--- src/rtl/button_debouncer_n.sv ---
// Multi-channel button debouncer: synchroniser, shared tick prescaler, per-channel confirm FSM.
// Define DEBOUNCE_EDGE_EN to add press_pulse/release_pulse strobe outputs.
module button_debouncer_n #(
  parameter int CHANNELS     = 4,
  parameter int TICK_DIV     = 12000,
  parameter int STABLE_TICKS = 10,
  parameter int SYNC_STAGES  = 2,
  parameter int ACTIVE_LOW   = 0
) (
  input  logic                clock_in,
  input  logic                reset,
  input  logic [CHANNELS-1:0] button_in,
  output logic [CHANNELS-1:0] button_out
`ifdef DEBOUNCE_EDGE_EN
  ,
  output logic [CHANNELS-1:0] press_pulse,
  output logic [CHANNELS-1:0] release_pulse
`endif
);

  localparam int PW = (TICK_DIV > 1) ? $clog2(TICK_DIV) : 1;
  localparam int CW = $clog2(STABLE_TICKS + 1);

  typedef enum logic {
    ST_STABLE,
    ST_CONFIRM
  } state_t;

  logic [PW-1:0]       pre_q;
  logic                tick;
  logic [CHANNELS-1:0] sync_q [SYNC_STAGES];
  logic [CHANNELS-1:0] sync_last;
  logic [CHANNELS-1:0] s;
  logic [CHANNELS-1:0] flip;

  assign tick = (pre_q == PW'(TICK_DIV - 1));

  always_ff @(posedge clock_in or posedge reset) begin
    if (reset) begin
      pre_q <= '0;
    end else if (tick) begin
      pre_q <= '0;
    end else begin
      pre_q <= pre_q + PW'(1);
    end
  end

  always_ff @(posedge clock_in or posedge reset) begin
    if (reset) begin
      for (int k = 0; k < SYNC_STAGES; k++) begin
        sync_q[k] <= '0;
      end
    end else begin
      sync_q[0] <= button_in;
      for (int k = 1; k < SYNC_STAGES; k++) begin
        sync_q[k] <= sync_q[k-1];
      end
    end
  end

  assign sync_last = sync_q[SYNC_STAGES-1];
  assign s = (ACTIVE_LOW != 0) ? ~sync_last : sync_last;

  for (genvar i = 0; i < CHANNELS; i++) begin : g_ch
    state_t        state_q;
    state_t        state_d;
    logic [CW-1:0] cnt_q;
    logic [CW-1:0] cnt_d;
    logic          flip_d;

    always_ff @(posedge clock_in or posedge reset) begin
      if (reset) begin
        state_q <= ST_STABLE;
        cnt_q   <= '0;
      end else begin
        state_q <= state_d;
        cnt_q   <= cnt_d;
      end
    end

    // Reversion is checked before the tick, so a glitch on a tick cycle never counts.
    always_comb begin
      state_d = state_q;
      cnt_d   = cnt_q;
      flip_d  = 1'b0;
      unique case (state_q)
        ST_STABLE: begin
          if (s[i] != button_out[i]) begin
            state_d = ST_CONFIRM;
            cnt_d   = '0;
          end
        end
        ST_CONFIRM: begin
          if (s[i] == button_out[i]) begin
            state_d = ST_STABLE;
            cnt_d   = '0;
          end else if (tick) begin
            if (cnt_q == CW'(STABLE_TICKS - 1)) begin
              flip_d  = 1'b1;
              state_d = ST_STABLE;
              cnt_d   = '0;
            end else begin
              cnt_d = cnt_q + CW'(1);
            end
          end
        end
        default: begin
          state_d = ST_STABLE;
          cnt_d   = '0;
        end
      endcase
    end

    assign flip[i] = flip_d;
  end

  always_ff @(posedge clock_in or posedge reset) begin
    if (reset) begin
      button_out <= '0;
    end else begin
      button_out <= button_out ^ flip;
    end
  end

`ifdef DEBOUNCE_EDGE_EN
  always_ff @(posedge clock_in or posedge reset) begin
    if (reset) begin
      press_pulse   <= '0;
      release_pulse <= '0;
    end else begin
      press_pulse   <= flip & ~button_out;
      release_pulse <= flip & button_out;
    end
  end
`endif

endmodule

--- config.mk ---
export PLATFORM = sky130hd
export DESIGN_NAME = button_debouncer_n
export DESIGN_NICKNAME = d
export VERILOG_FILES = /design/src/rtl/button_debouncer_n.sv
export SDC_FILE = /design/constraint.sdc
export NUM_CORES = 1
export LEC_CHECK = 0
export CAP_MARGIN = 20
export CORE_UTILIZATION = 59
export DETAILED_ROUTE_END_ITERATION = 10
export GPL_TIMING_DRIVEN = 1
export PLACE_DENSITY = 0.78
export SYNTH_ARGS = -nofsm -noshare
export SYNTH_HDL_FRONTEND = slang
export SYNTH_SLANG_ARGS = --single-unit
--- constraint.sdc ---
create_clock -name clock_in -period 2.8 [get_ports clock_in]
set_clock_uncertainty 0.1 [all_clocks]
set_input_delay 0.42 -clock clock_in [delete_from_list [all_inputs] [get_ports clock_in]]
set_output_delay 0.42 -clock clock_in [all_outputs]
set_load 0.03 [all_outputs]
==> out/metrics.cfg, run 1 <==
[run_status]
status = completed

[synth]
syn_area_mm2 = 0.00224
ys_seq_area_frac = 0.513
synth_cells = 216
netlist_top_cells_count = dfrtp_1 (46), nor2_1 (20), nand2_1 (16)
synth.distinct_cells = 42
synth_edf_count = 0
synth_top_cell_area_share = 0.513
synthTopCellsByArea = dfrtp_1 (51%), ha_1 (5.0%), nor2_1 (3.3%), nand3_1 (3.1%), xor2_1 (2.7%)
ys_warn_count = 0
synth.avg_cell_area_um2 = 10.4
syn_nets = 231
yosysMostFrequentCell = dfrtp_1
ys.flop_type = dfrtp_1
async_flop_share = 1.00
synth-seq-cells = 46
yosys.area.top_type = dfrtp_1

[drt]
avgRoutedWirePerCell_um = 14.5
postRouteAntennaNets = 0
vias = 1662
drtIter0Drc = 80
wirelength_um = 4060
viasPerCell = 5.96
drc = 0
first_pass_iters = 4

[power_and_ir_drop]
powerDensity_mw_per_mm2 = 455
p_int_uw = 886
ir_drop_v = 0.000340
leakage_nw = 1.09
p_sw_frac = 0.214
switching_power_uw = 242
p_clk_frac = 0.362
combPwrFrac = 0.037
p_seq_frac = 0.602

[clock_tree]
cts_resized = 0
clock-sinks = 46
cts_hold_buffers = 0
postCtsSetupRepairBufs = 0
cts_buffer_depth = 2
insertion_delay_ns = 0.29
cts_buffers = 5
cts-root-buf = clkbuf_8
cts_tree = yes
cts.clk_slew.worst_paths_ns = 0.08
htree_levels = 2

[critical_path]
slowest_delay_ns = 0.66
arrival_ns = 2.71
ff2ff_setup_slack_ns = 0.19
worstRegToRegCells = 5
crit_chain = ha_1, or3b_1, or4_4, or3_4, o21ai_0
r2r_end = g_ch[2].cnt_q[2]$_DFFE_PP0P_
cp-end-kind = flip-flop
path_depth = 5
cp.required_ns = 2.90
cp_top_family = simple AND/OR/NAND/NOR gates
path_max_fanout = 29
crit_start = pre_q[0]$_DFF_PP0_
cp-endpoint = g_ch[2].cnt_q[2]$_DFFE_PP0P_
timing.rr.start = pre_q[0]$_DFF_PP0_
critPathSlowestCell = or4_4
worst-setup-path-type = reg -> reg
worstSetupStartpointType = flip-flop
critPathBufInv = 0

[floorplan]
die_h_um = 63.7
rows = 22
die-area_mm2 = 0.00405
pin_count = 10
coreArea_mm2 = 0.00366
initial_core_util = 0.613
fp.dieW_um = 63.7

[sta]
maxSlewHeadroom = 0.645
rsz0062_at_grt = false
fin_crit_ns = 2.61
worst_slack_ns = 0.189
fmax_mhz = 383
hold_viol_final = 0
fin_crit_sh = 0.933
timing.setup.tns_ns = 0
maxSlewViolCount = 0
worst_pin_slew_ns = 0.530
setup_viol = 0

[cells_and_area]
area_growth_pct = 10.5
drive_gt1_frac = 0.0736
fin_nets = 245
antenna_cells = 0

[grt]
grt_pass1_wl_um = 7100
track_usage = 0.227
antenna_found_initial = 0
grt-ovfl-total = 0
grt_max_degree = 33
grt_pass1_vias = 1679

[placement]
place.gp.congestion = 0.861
dp_hpwl_um = 2890
io_buffers = 9
pre_cts_slack_ns = 0.208

[worst_hold_path]
hold_depth = 0
hp-class = reg -> reg

[run]
cap_violations = 0

==> registers in the layout, summed over array words and instances, names as in the netlist <==
name	cells
s	4
sync_q	4
button_out	4
pre_q	14
g_ch.cnt_q	16
g_ch.state_q	4
==> power by group through the flow <==
stage	Combinational (mW)	Sequential [mW]	Clock (mW)
2_1_floorplan	0.0270	0.690	0
3_3_place_gp	0.0403	0.691	0
3_5_place_dp	0.0427	0.692	0
4_1_cts	0.0428	0.678	0.422
5_1_grt	0.0471	0.679	0.447
6_report	0.0414	0.678	0.408
==> layout make-up <==
cell class	instances	area [um^2]
fillers	279	1180
flip-flops and latches	46	1150
multi-input cells	155	1030
repair buffers	12	113
clock buffers	7	86.3
well taps	48	60.1
inverters	10	37.5
clock inverters	1	5.00
==> cells by family (layout without fill, tap and decap cells) <==
family,count (synthesis),after routing,share of synthesized area
muxes,6,6,0.0290
xor gates and xnor gates,13,13,0.0508
DFF,46,46,0.513
adders and majority gates,9,9,0.0502
and+or+nand+nor,91,91,0.224
AOI/OAI and AO/OA,36,36,0.104
buffers and inverters,15,30,0.0290
==> placed cells by master, fill, tap and decap left out, drive strengths merged, types with 2 or more instances in the layout <==
| master | count |
|---|---|
| a21oi | 5 |
| a31oi | 4 |
| and2 | 5 |
| and3 | 3 |
| and3b | 4 |
| and4 | 2 |
| buf | 3 |
| clkbuf | 7 |
| clkdlybuf4s50 | 9 |
| clkinv | 2 |
| dfrtp | 46 |
| ha | 9 |
| inv | 9 |
| mux2 | 4 |
| mux2i | 2 |
| nand2 | 16 |
| nand2b | 3 |
| nand3 | 14 |
| nand4 | 4 |
| nand4b | 2 |
| nor2 | 20 |
| nor2b | 2 |
| nor4 | 2 |
| o211ai | 5 |
| o21ai | 11 |
| o221ai | 4 |
| o22ai | 2 |
| or3 | 4 |
| or3b | 2 |
| or4 | 5 |
| xnor2 | 6 |
| xor2 | 7 |
==> worst min-delay path by stage <==
stage | from | endpoint | slack, ns
6_report | sync_q[5]$_DFF_PP0_ | s[1]$_DFF_PP0_ | 0.26
5_1_grt | sync_q[5]$_DFF_PP0_ | s[1]$_DFF_PP0_ | 0.26
4_1_cts | sync_q[5]$_DFF_PP0_ | s[1]$_DFF_PP0_ | 0.26
3_5_place_dp | sync_q[5]$_DFF_PP0_ | s[1]$_DFF_PP0_ | 0.24
3_3_place_gp | sync_q[5]$_DFF_PP0_ | s[1]$_DFF_PP0_ | 0.23
2_1_floorplan | sync_q[4]$_DFF_PP0_ | s[0]$_DFF_PP0_ | 0.23
==> through the flow <==
stage	util	instance area, um^2	hold WS [ns]	total power [mW]	std cells
3_5_place_dp	0.652	2390	0.243	0.734	271
3_3_place_gp	0.652	2390	0.234	0.731	271
5_1_grt	0.677	2480	0.263	1.17	279
4_1_cts	0.677	2480	0.261	1.14	279
2_1_floorplan	-	2240	0.231	0.717	216
6_report	0.677	2480	0.257	1.13	279
==> metal layers <==
metal / part of all wire / global-route usage / up-vias
met5: 0 / 0 / -
met3: 0.038 / 0.0598 / 10
met4: 0.019 / 0.125 / 0
li1: - / - / 803
met2: 0.52 / 0.379 / 36
met1: 0.42 / 0.265 / 813
No activity file was read; power rests on OpenSTA's default activity.
==> inputs of run 2 (changes only) <==
Settings changed: REMOVE_ABC_BUFFERS from default to 1.
==> out/metrics.cfg, run 2 (synthesis gave the netlist of run 1 again) <==
[sta]
timing.setup.tns_ns = 0
hold_viol_final = 0
maxSlewViolCount = 0
whs_ns = 0.258
setup_viol = 0
maxSlewHeadroom = 0.691
rsz0062_at_grt = false
fmax_mhz = 383
fin_crit_sh = 0.933
fin_crit_ns = 2.61
worst_pin_slew_ns = 0.460

[floorplan]
initial_core_util = 0.613
coreArea_mm2 = 0.00366
die_h_um = 63.7
die-area_mm2 = 0.00405
pin_count = 10
fp.dieW_um = 63.7
rows = 22

[clock_tree]
cts_buffers = 5
cts_buffer_depth = 2
cts.clk_slew.worst_paths_ns = 0.09
cts-root-buf = clkbuf_8
insertion_delay_ns = 0.30
postCtsSetupRepairBufs = 0
clock-sinks = 46
htree_levels = 2
cts_hold_buffers = 0
cts_resized = 0
cts_tree = yes

[grt]
antenna_found_initial = 0
grt_max_degree = 35
track_usage = 0.219
grt-ovfl-total = 0
grt_pass1_vias = 1652
grt_pass1_wl_um = 6840

[cells_and_area]
most-common-layout-cells = dfrtp_1 (46), nor2_1 (20), nand2_1 (16)
post-route-util = 0.684
regMostFlops = g_ch.cnt_q
final_common_cell = dfrtp_1
fin_cells = 279
stdcell_area_mm2 = 0.00250
largest_reg_flops = 16
drive_gt1_frac = 0.0779
antenna_cells = 0
area_growth_pct = 11.5
largest_registers = g_ch.cnt_q x16, pre_q x14
fin_nets = 245

[critical_path]
cp_top_family = simple AND/OR/NAND/NOR gates
arrival_ns = 2.72
slowest_delay_ns = 0.65
cp-end-kind = flip-flop
critPathSlowestCell = or4_4
worstSetupStartpointType = flip-flop
worst-setup-path-type = reg -> reg
path_max_fanout = 29
cp.required_ns = 2.91
crit_chain = ha_1, or3b_1, or4_4, or3_1, o21ai_0
critPathBufInv = 0

[drt]
drtIter0Drc = 137
drc = 0
postRouteAntennaNets = 0
vias = 1657
avgRoutedWirePerCell_um = 14.0
first_pass_iters = 4
viasPerCell = 5.94
wirelength_um = 3900

[worst_hold_path]
hp-class = reg -> reg

[placement]
place_inst = 271
detailed_place.area_mm2 = 0.00239
place.gp.congestion = 0.833
dp_hpwl_um = 2790
io_buffers = 9

[power_and_ir_drop]
leakage_nw = 1.09
powerDensity_mw_per_mm2 = 481
ir_drop_v = 0.000327

[run]
cap_violations = 0

[run_status]
status = completed

## run 2: changes by cell type in the layout (fill, tap and decap cells not counted)
cell | previous run | this run
bufinv_16 | 0 | 1
clkinv_2 | 1 | 0
clkbuf_8 | 6 | 5
clkinvlp_4 | 0 | 2
clkbuf_1 | 1 | 0
## run 2: worst paths after layout
path | start | endpoint | slack (ns) | cells after the start
setup / recovery | pre_q[0]$_DFF_PP0_ | g_ch[3].cnt_q[2]$_DFFE_PP0P_ | 0.19 | 5
hold / removal | sync_q[6]$_DFF_PP0_ | s[2]$_DFF_PP0_ | 0.26 | 0
setup reg to reg | pre_q[0]$_DFF_PP0_ | g_ch[3].cnt_q[2]$_DFFE_PP0P_ | 0.19 | 5
hold reg to reg | sync_q[6]$_DFF_PP0_ | s[2]$_DFF_PP0_ | 0.26 | 0
max in group asynchronous | reset | pre_q[0]$_DFF_PP0_ | 1.57 | 3
min in group asynchronous | reset | g_ch[3].cnt_q[1]$_DFFE_PP0P_ | 0.29 | 2
## run 2: area by class of cell
cell class | count | area [um^2]
Clock inverter | 3 | 45.0
Sequential cell | 46 | 1150
Tap cell | 48 | 60.1
Fill cell | 281 | 1160
Clock buffer | 5 | 68.8
Timing Repair Buffer | 12 | 113
Inverter | 10 | 37.5
Multi-Input combinational cell | 155 | 1030
## run 2: metrics by stage
stage	power (mW)	setup WS, ns
after floorplan	0.717	0.413
after global placement	0.731	0.331
after detailed placement	0.734	0.216
after CTS	1.22	0.194
after global routing	1.25	0.0761
final	1.20	0.189
## run 2: report_power, final
group	internal, mW	switching, mW	total [mW]
registers	0.672	0.00589	0.678
logic	0.0141	0.0270	0.0411
clock network	0.265	0.219	0.485
## run 2: routing by layer
layer | global-route usage | routed length [um] | vias up
li1 | - | - | 800
met1 | 0.244 | 1720 | 815
met2 | 0.391 | 1970 | 33
met3 | 0.0580 | 126 | 9
met4 | 0.0909 | 78 | 0
met5 | 0 | 0 | -
## run 2: worst reg2reg max path, delay by kind of cell (launching register included)
family	cells	cell delay (ns)
adder cells (fa/ha/maj)	1	0.29
flip-flops	1	0.44
AND/OR/NAND/NOR	3	1.48
AO/OA/AOI/OAI	1	0.21
==> inputs of run 3 (changes only) <==
Settings changed: CTS_CLUSTER_DIAMETER from default to 80.
==> results of run 3 <==
The final DEF is identical to that of run 2; final timing and power are the same.
